### src/rtl/alu_responder.sv
// Registered, handshaked responder front-end for the 32-bit ALU (IDLE -> EXEC -> RESP).
// Optional sticky overflow status register and its ports are built only when ALU_STICKY_OVF_EN is defined.
module alu_responder (
   input  logic        clk,
   input  logic        reset,
   input  logic        req_valid,
   output logic        req_ready,
   input  logic [31:0] operandA,
   input  logic [31:0] operandB,
   input  logic [2:0]  command,
   input  logic [3:0]  req_tag,
   output logic        resp_valid,
   input  logic        resp_ready,
   output logic [31:0] result,
   output logic        carryout,
   output logic        overflow,
   output logic        zero,
   output logic [3:0]  resp_tag
`ifdef ALU_STICKY_OVF_EN
   ,
   input  logic        clr_sticky,
   output logic        sticky_ovf
`endif
);

   localparam logic [1:0] ST_IDLE = 2'd0;
   localparam logic [1:0] ST_EXEC = 2'd1;
   localparam logic [1:0] ST_RESP = 2'd2;

   localparam logic [2:0] CMD_ADD  = 3'b000;
   localparam logic [2:0] CMD_SUB  = 3'b001;
   localparam logic [2:0] CMD_XOR  = 3'b010;
   localparam logic [2:0] CMD_SLT  = 3'b011;
   localparam logic [2:0] CMD_AND  = 3'b100;
   localparam logic [2:0] CMD_NAND = 3'b101;
   localparam logic [2:0] CMD_NOR  = 3'b110;
   localparam logic [2:0] CMD_OR   = 3'b111;

   logic [1:0]  state;
   logic [31:0] a_q;
   logic [31:0] b_q;
   logic [2:0]  cmd_q;
   logic [3:0]  tag_q;

   logic        accept;
   logic        consume;
   logic        is_sub;
   logic [31:0] adder_b;
   logic [32:0] sum;
   logic        adder_ovf;
   logic [31:0] alu_result;
   logic        alu_carry;
   logic        alu_ovf;

   assign accept     = (state == ST_IDLE) && req_valid;
   assign consume    = (state == ST_RESP) && resp_ready;
   assign req_ready  = (state == ST_IDLE) && !reset;
   assign resp_valid = (state == ST_RESP);

   // SUB and SLT share the adder in subtract mode (A + ~B + 1).
   assign is_sub    = (cmd_q == CMD_SUB) || (cmd_q == CMD_SLT);
   assign adder_b   = is_sub ? ~b_q : b_q;
   assign sum       = {1'b0, a_q} + {1'b0, adder_b} + {32'd0, is_sub};
   assign adder_ovf = (a_q[31] == adder_b[31]) && (sum[31] != a_q[31]);

   always_comb begin
      alu_result = 32'd0;
      alu_carry  = 1'b0;
      alu_ovf    = 1'b0;
      case (cmd_q)
         CMD_ADD, CMD_SUB: begin
            alu_result = sum[31:0];
            alu_carry  = sum[32];
            alu_ovf    = adder_ovf;
         end
         CMD_SLT:  alu_result = {31'd0, sum[31] ^ adder_ovf};
         CMD_XOR:  alu_result = a_q ^ b_q;
         CMD_AND:  alu_result = a_q & b_q;
         CMD_NAND: alu_result = ~(a_q & b_q);
         CMD_NOR:  alu_result = ~(a_q | b_q);
         CMD_OR:   alu_result = a_q | b_q;
         default:  alu_result = 32'd0;
      endcase
   end

   // Request fields are captured only on the accepting edge so later input changes cannot leak in.
   always_ff @(posedge clk) begin
      if (reset) begin
         state <= ST_IDLE;
         a_q   <= 32'd0;
         b_q   <= 32'd0;
         cmd_q <= 3'd0;
         tag_q <= 4'd0;
      end else begin
         case (state)
            ST_IDLE: begin
               if (accept) begin
                  a_q   <= operandA;
                  b_q   <= operandB;
                  cmd_q <= command;
                  tag_q <= req_tag;
                  state <= ST_EXEC;
               end
            end
            ST_EXEC: state <= ST_RESP;
            ST_RESP: begin
               if (consume) state <= ST_IDLE;
            end
            default: state <= ST_IDLE;
         endcase
      end
   end

   // Response registers load only when leaving EXEC and are otherwise held.
   always_ff @(posedge clk) begin
      if (reset) begin
         result   <= 32'd0;
         carryout <= 1'b0;
         overflow <= 1'b0;
         zero     <= 1'b0;
         resp_tag <= 4'd0;
      end else if (state == ST_EXEC) begin
         result   <= alu_result;
         carryout <= alu_carry;
         overflow <= alu_ovf;
         zero     <= (alu_result == 32'd0);
         resp_tag <= tag_q;
      end
   end

`ifdef ALU_STICKY_OVF_EN
   // A consumed overflowing response wins over a simultaneous clear.
   always_ff @(posedge clk) begin
      if (reset) begin
         sticky_ovf <= 1'b0;
      end else if (consume && overflow) begin
         sticky_ovf <= 1'b1;
      end else if (clr_sticky) begin
         sticky_ovf <= 1'b0;
      end
   end
`endif

endmodule

### config.mk
export PLATFORM = sky130hd
export DESIGN_NAME = alu_responder
export DESIGN_NICKNAME = d
export VERILOG_FILES = /design/src/rtl/alu_responder.sv
export SDC_FILE = /design/constraint.sdc
export NUM_CORES = 1
export LEC_CHECK = 0
export ABC_AREA = 1
export ABC_CLOCK_PERIOD_IN_PS = 2750
export CAP_MARGIN = 25
export CORE_MARGIN = 1.5
export CORE_UTILIZATION = 51
export CTS_CLUSTER_DIAMETER = 150
export DETAILED_ROUTE_END_ITERATION = 8
export MAX_ROUTING_LAYER = met4
export PLACE_DENSITY = 0.78
export RECOVER_POWER = 50
export SYNTH_ARGS = -nofsm -noshare
export SYNTH_HDL_FRONTEND = slang
export SYNTH_SLANG_ARGS = --single-unit
export TNS_END_PERCENT = 1
### constraint.sdc
create_clock -name clk -period 2.75 [get_ports clk]
set_input_delay 0.55 -clock clk [delete_from_list [all_inputs] [get_ports clk]]
set_output_delay 0.55 -clock clk [all_outputs]
set_load 0.01 [all_outputs]
==> metrics.md, run 1 <==
| Metric | Value |
|---|---|
| Status | `finished, violations left` |
| Failing checks | `negative setup slack` |
| Ys flop type | `dfxtp_1` |
| Final setup margin | `-0.304 ns` |
| Vias | `10,100` |
| Leak | `6.03 nW` |
| Nets@finish | `1,825` |
| Cell family with most CP delay | `simple AND/OR/NAND/NOR gates` |
| Num CTS Buffers | `9` |
| First-pass GRT wire length | `46,700 um` |
| Max Clk Rate | `0.327 GHz` |
| Antenna-violating nets left | `0` |
| Max Cap Viol | `0` |
| Placed instance count | `about 1,800` |
| Largest net degree at the start of global routing | `between 70 and 80` |
| CP Capture Type | `flip-flop` |
| CP max-delay cell | `ha_1` |
| Register area | `2240 um^2` |
| Post-synth EDFFs | `0` |
| Global-route congestion overflow total | `0` |
| Initial antenna violation count | `0` |
| Worst IR drop on VDD | `0.379 mV` |
| Syn nets | `1,551` |
| Mean Syn Cell Area | `around 6.4 um^2` |
| Hold_buf cts | `0` |
| Number of synthesized register bits | `112` |
| Async S/R FF share, synth | `0%` |
| Root Buffer | `clkbuf_16` |
| Die Y | `135 um` |
| Initial DRC count | `853` |
| Pins Over Slew Limit | `0` |
| Clock skew | `0.00914 ns` |
| Clock sinks | `112` |
| Worst path bufs/invs | `5` |
| Total wire length | `30,800 um` |
| Slew HR | `between 20% and 30%` |
| Crit share post-route | `111%` |
| Crit start category | `flip-flop` |
| Final Critical Period | `roughly 3 ns` |
| Sequential fraction of the synthesis area | `25.3%` |
| Initial core utilization | `51.8%` |
| Die area | `18,200 um^2` |
| Clk_lat worst skew | `0.37 ns` |
| DRC | `0` |
| CTS H-tree lvls | `3` |
| Distinct cell type count after synthesis | `41` |
| Most frequent cells in the layout | `nand2_1, inv_1, buf_4, a21oi_1, o21ai_0` |
| Final hold viol count | `0` |
| Critical path class | `reg -> reg` |
| Final core utilization | `73.0%` |
| Commonest non-fill, non-tap cell in the layout | `nand2_1` |
| ANT cells | `0` |
| Clk slew on worst S/H paths | `0.09 ns` |
| Die width | `about 130 um` |
| Vias in the first global route | `9,160` |
| Overall Global Routing Usage | `33.8%` |
| DPL Wire Length | `22,900 um` |
| Syn Inst Count | `1,380` |
| Power Dens Cells | `511 nW/um^2` |
| Mapped cell area | `8860 um^2` |
| Multi-input logic area | `slightly above 6000 um^2` |
| Non-filler instance count after layout | `1,884` |
| Clock tree buffer depth | `2` |
| Avg Vias per Cell | `5.38` |
| CP peak stage delay | `0.39 ns` |
| Num rows | `48` |
| Measured slew at the worst slew-check pin | `approximately 1.1 ns` |
| Placer Congestion | `0.998` |
| Crit path DAT | `about 3.4 ns` |
| Worst min-delay path category | `reg -> reg` |
| Core Box Area | `~17,000 um^2` |
| Max Fanout on Critical Path | `7` |
| Yosys warnings | `0` |
| Port bufs | `about 120` |
| Worst R2R Setup Slack | `-0.30 ns` |
| Share of cells above drive strength 1 | `approximately a quarter` |
| RSZ-0062 raised after global routing | `yes` |
| I/O pins | `116` |
| Filler Cells Inserted | `1,451` |
| CTS tree | `built` |
| Cells along the critical path | `inv_4 -> nand2_8 -> buf_12 -> buf_4 -> xor2_1 -> ha_1 -> nand2_2 -> inv_1 -> nand2_2 -> nor2_4 -> o21ai_0 -> buf_4 -> nand3_2 -> nand2_1 -> nand3_1 -> nand2_2 -> nor2_2 -> nand3_1 -> nor2_1 -> nand3_1 -> a21oi_2` |
| Wirelength per Cell | `16.3 um` |
| Drt pass-1 iters | `6` |
| Area growth syn-to-layout | `41.1%` |
| Final setup viols | `15` |
| Worst EP required | `3.06 ns` |
## layer usage
| layer | global-route usage (%) | part of all wire, % |
|---|---|---|
| met5 | - | 0 |
| met4 | 8.06 | 2.2 |
| met3 | 4.17 | 7.0 |
| met2 | 53.4 | 45 |
| met1 | 46.2 | 46 |
## per-stage QoR
stage | hold WS (ns) | setup TNS, ns | worst slack, ns | area, um^2 | power, mW
4_1_cts | 0.486 | -0.600 | -0.131 | 11900 | 6.00
6_report | 0.491 | -2.27 | -0.304 | 12500 | 6.39
5_1_grt | 0.500 | -5.71 | -0.445 | 12500 | 6.74
2_1_floorplan | 0.456 | -0.0983 | -0.0983 | 8860 | 3.24
3_3_place_gp | 0.466 | -1.33 | -0.236 | 11300 | 4.44
3_5_place_dp | 0.464 | -1.75 | -0.320 | 11300 | 4.47
## area by class of cell
| class | count | share of cell area (%) |
|---|---|---|
| Clock buffer | 9 | 1.80 |
| Clock inverter | 7 | 0.721 |
| Inverter | 209 | 6.30 |
| Multi-Input combinational cell | 1002 | 48.7 |
| Sequential cell | 112 | 18.0 |
| Tap cell | 225 | 2.25 |
| Timing Repair Buffer | 320 | 22.2 |
## power by group
group	total [mW]	switching (mW)	internal (mW)
sequential	1.87	0.105	1.76
combinational	3.09	1.67	1.42
clock	1.44	0.771	0.665
total	6.39	2.54	3.85
## state kept, by name, summed over array words and instances, names as in the netlist
register  count
state         2
cmd_q         3
a_q          32
zero          1
b_q          32
resp_tag      4
result       32
tag_q         4
overflow      1
carryout      1
## worst reg2reg max path, stage by stage (launching register included)
cell and delay [ns]:
dfxtp_2 0.35, inv_4 0.08, nand2_8 0.10, buf_12 0.17, buf_4 0.13, xor2_1 0.14
ha_1 0.39, nand2_2 0.13, inv_1 0.13, nand2_2 0.10, nor2_4 0.13, o21ai_0 0.09
buf_4 0.17, nand3_2 0.09, nand2_1 0.06, nand3_1 0.10, nand2_2 0.11, nor2_2 0.11
nand3_1 0.09, nor2_1 0.12, nand3_1 0.09, a21oi_2 0.14
## path summary, 6_finish.rpt
| path | from | endpoint | depth (start not counted) |
|---|---|---|---|
| worst max-delay path | cmd_q[2] | zero | 21 |
| worst min-delay path | carryout | carryout | 2 |
| worst max register to register | cmd_q[2] | zero | 21 |
| worst min register to register | carryout | carryout | 2 |
## synth_stat cells, types with 7 or more instances
cell type | instances | area, um^2
nand4_1 | 28 | 175
inv_1 | 202 | 758
dfxtp_1 | 112 | 2240
nand3_1 | 76 | 380
o21ai_0 | 131 | 656
clkbuf_1 | 36 | 135
buf_2 | 11 | 55.1
a21oi_1 | 142 | 711
inv_2 | 7 | 26.3
nor2_1 | 135 | 507
xor2_1 | 33 | 289
nand2_1 | 290 | 1090
o211ai_1 | 14 | 105
nor3_1 | 7 | 35.0
ha_1 | 95 | 1190
## kinds of logic after synthesis
group                      share of synthesized area (%)
AOI/OAI and AO/OA                                   19.6
xor gates and xnor gates                            3.36
adders and majority gates                           13.6
buffers and inverters                               11.9
DFF                                                 25.3
and+or+nand+nor                                     26.1
## what timing repair did
action,CTS,global route
gates cloned,0,2
setup buffers,9,28
setup endpoints to repair,13,21
pin swaps,14,76
gates resized for setup,52,138
Power figures use the tool's default switching activity.
==> run 2: changes to the inputs <==
RECOVER_POWER = 100   (was 50)
==> metrics.md, run 2 (synthesis results as in run 1) <==
| Metric | Value |
|---|---|
| Critical path class | `reg -> reg` |
| Power Dens Cells | `510 nW/um^2 (-0.24%)` |
| Vias in the first global route | `9,160 (unchanged)` |
| CP Capture Type | `flip-flop` |
| Port bufs | `115 (unchanged)` |
| Root Buffer | `clkbuf_16` |
| Clock tree buffer depth | `2 (unchanged)` |
| Clk slew on worst S/H paths | `0.09 ns (about the same)` |
| Overall Global Routing Usage | `33.8% (unchanged)` |
| Die Y | `135 um (unchanged)` |
| Area growth syn-to-layout | `41.1% (unchanged)` |
| Nets@finish | `1,825 (unchanged)` |
| Final hold viol count | `0 (unchanged)` |
| Vias | `10,100 (-0.14%)` |
| Leak | `6.14 nW (+1.9%)` |
| Crit start category | `flip-flop` |
| Worst IR drop on VDD | `0.380 mV (+0.22%)` |
| CP peak stage delay | `0.37 ns (-0.02 ns)` |
| Commonest non-fill, non-tap cell in the layout | `nand2_1` |
| Status | `finished, violations left` |
| Crit share post-route | `111% (-0.36 points)` |
| Multi-input logic area | `6090 um^2 (unchanged)` |
| Final setup viols | `15 (unchanged)` |
| Final Critical Period | `3.04 ns (-0.0100 ns)` |
| Initial DRC count | `812 (-4.8%)` |
| Min Hold Slack | `0.484 ns (-0.00705 ns)` |
| Worst min-delay path category | `reg -> reg` |
| Max Clk Rate | `0.328 GHz (+0.33%)` |
| Worst hold path depth | `2 (unchanged)` |
| RSZ-0062 raised after global routing | `yes` |
| Die width | `135 um (unchanged)` |
| Net switching power | `2.54 mW (about the same)` |
| Antenna-violating nets left | `0 (unchanged)` |
| Crit. Startpoint | `cmd_q[2]` |
| Failing checks | `negative setup slack` |
| Crit path DAT | `3.36 ns (about the same)` |
| Worst R2R Setup Slack | `-0.29 ns (about the same)` |
| Share of cells above drive strength 1 | `23.3% (unchanged)` |
| Drt pass-1 iters | `5 (-1)` |
| Clk_lat worst skew | `0.37 ns (about the same)` |
| Num CTS Buffers | `9 (unchanged)` |
| CP max-delay cell | `ha_1` |
| Global-route congestion overflow total | `0 (unchanged)` |
| Placer Congestion | `0.998 (unchanged)` |
| Die area | `18,200 um^2 (unchanged)` |
| CTS tree | `built` |
| Crit path to | `zero` |
| Worst reg2reg path startpoint | `cmd_q[2]` |
| Most frequent cells in the layout | `nand2_1, inv_1, buf_4, a21oi_1, o21ai_0` |
| Initial antenna violation count | `0 (unchanged)` |
| I/O pins | `116 (unchanged)` |
| Register area | `2240 um^2 (unchanged)` |
| CTS H-tree lvls | `3 (unchanged)` |
| Reg power frac | `29.2% (about the same)` |
| Core Box Area | `17,100 um^2 (unchanged)` |
| Sw frac | `39.9% (+0.10 points)` |
| Reg2reg path depth | `21 (unchanged)` |
| Largest net degree at the start of global routing | `72 (unchanged)` |
| Avg Vias per Cell | `5.38 (-0.14%)` |
| DRC | `0 (unchanged)` |
| Wirelength per Cell | `16.4 um (about the same)` |
| Measured slew at the worst slew-check pin | `1.13 ns (+0.0258 ns)` |
| Worst EP required | `3.06 ns (about the same)` |
| Cells along the critical path | `inv_4 -> nand2_8 -> buf_12 -> buf_4 -> xor2_1 -> ha_1 -> nand2_2 -> inv_1 -> nand2_2 -> nor2_4 -> o21ai_0 -> buf_4 -> nand3_2 -> nand2_1 -> nand3_1 -> nand2_2 -> nor2_2 -> nand3_1 -> nor2_1 -> nand3_1 -> a21oi_2` |
| Min-delay src | `carryout` |
| Num rows | `48 (unchanged)` |
| ANT cells | `0 (unchanged)` |
| Clock sinks | `112 (unchanged)` |
| Final setup margin | `-0.294 ns (+0.0100 ns)` |
| Cell family with most CP delay | `simple AND/OR/NAND/NOR gates` |
| Combinational group share of total power | `48.2% (about the same)` |
| DPL Wire Length | `22,900 um (unchanged)` |
| Clock share of power | `22.6% (about the same)` |
| Slew HR | `24.4% (-1.7 points)` |
| Top flop regs | `a_q x32, b_q x32, result x32` |
| Max Fanout on Critical Path | `7 (unchanged)` |
| Total wire length | `30,800 um (about the same)` |
| Post-placement setup slack | `-0.320 ns (unchanged)` |
| Int Pwr | `3.83 mW (-0.42%)` |
| Pins Over Slew Limit | `0 (unchanged)` |
| Filler Cells Inserted | `1,451 (unchanged)` |
| R2R Path End | `zero` |
| Initial core utilization | `51.8% (unchanged)` |
| Worst path depth | `21 (unchanged)` |
| Worst path bufs/invs | `5 (unchanged)` |
| Clock skew | `0.00990 ns (+0.000766 ns)` |
| First-pass GRT wire length | `46,700 um (unchanged)` |
| Max Cap Viol | `0 (unchanged)` |
## run 2: repair_timing
| item | in CTS | in global routing |
|---|---|---|
| resized for setup | 52 | 138 |
| endpoints found under the setup margin | 13 | 21 |
| setup buffers | 9 | 28 |
| cloned | 0 | 2 |
| hold buffers | 0 | 0 |
| pin swaps | 14 | 76 |
## run 2: worst reg2reg max path, delay by kind of cell, from the launching register on
kind	cells	cell delay (ns)
AO/OA/AOI/OAI	2	0.22
adder cells (fa/ha/maj)	1	0.37
flip-flops	1	0.35
XOR/XNOR	1	0.14
AND/OR/NAND/NOR	12	1.22
buffers and inverters	5	0.70
## run 2: metrics by stage
stage	std cells	TNS (ns)	utilization (%)	power, mW	instance area, um^2
6_report	1884	-2.16	73.0	6.38	12500
5_1_grt	1884	-5.71	73.0	6.72	12500
4_1_cts	1854	-0.600	69.3	6.00	11900
3_5_place_dp	1829	-1.75	66.2	4.47	11300
3_3_place_gp	1829	-1.33	66.2	4.44	11300
2_1_floorplan	1380	-0.0983	-	3.24	8860
## run 2: worst min-delay path by stage
stage / to / slack, ns
floorplan: tag_q[0] / 0.46
global placement: carryout / 0.47
detailed placement: carryout / 0.46
CTS: carryout / 0.49
global route: carryout / 0.50
finish: carryout / 0.48
## run 2: metal layers
metal,GRT usage (%),routed length [um],share of wire (%),up-vias
li1,-,-,-,5040
met1,46.2,14300,47,4686
met2,53.4,13800,45,355
met3,4.17,2000,6.5,47
met4,8.06,643,2.1,0
met5,-,0,0,-
## run 2: layout make-up
type / count / area share [%]
Tap cell: 225 / 2.25
Clock inverter: 7 / 0.721
Multi-Input combinational cell: 1002 / 48.7
Inverter: 209 / 6.30
Timing Repair Buffer: 320 / 22.2
Sequential cell: 112 / 18.0
Clock buffer: 9 / 1.80
## run 2: power groups by stage
| stage | clock [mW] | combinational [mW] | sequential, mW |
|---|---|---|---|
| finish | 1.44 | 3.07 | 1.86 |
| global route | 1.51 | 3.33 | 1.88 |
| CTS | 1.44 | 2.70 | 1.86 |
| detailed placement | 0 | 2.58 | 1.90 |
| global placement | 0 | 2.55 | 1.89 |
| floorplan | 0 | 1.35 | 1.89 |
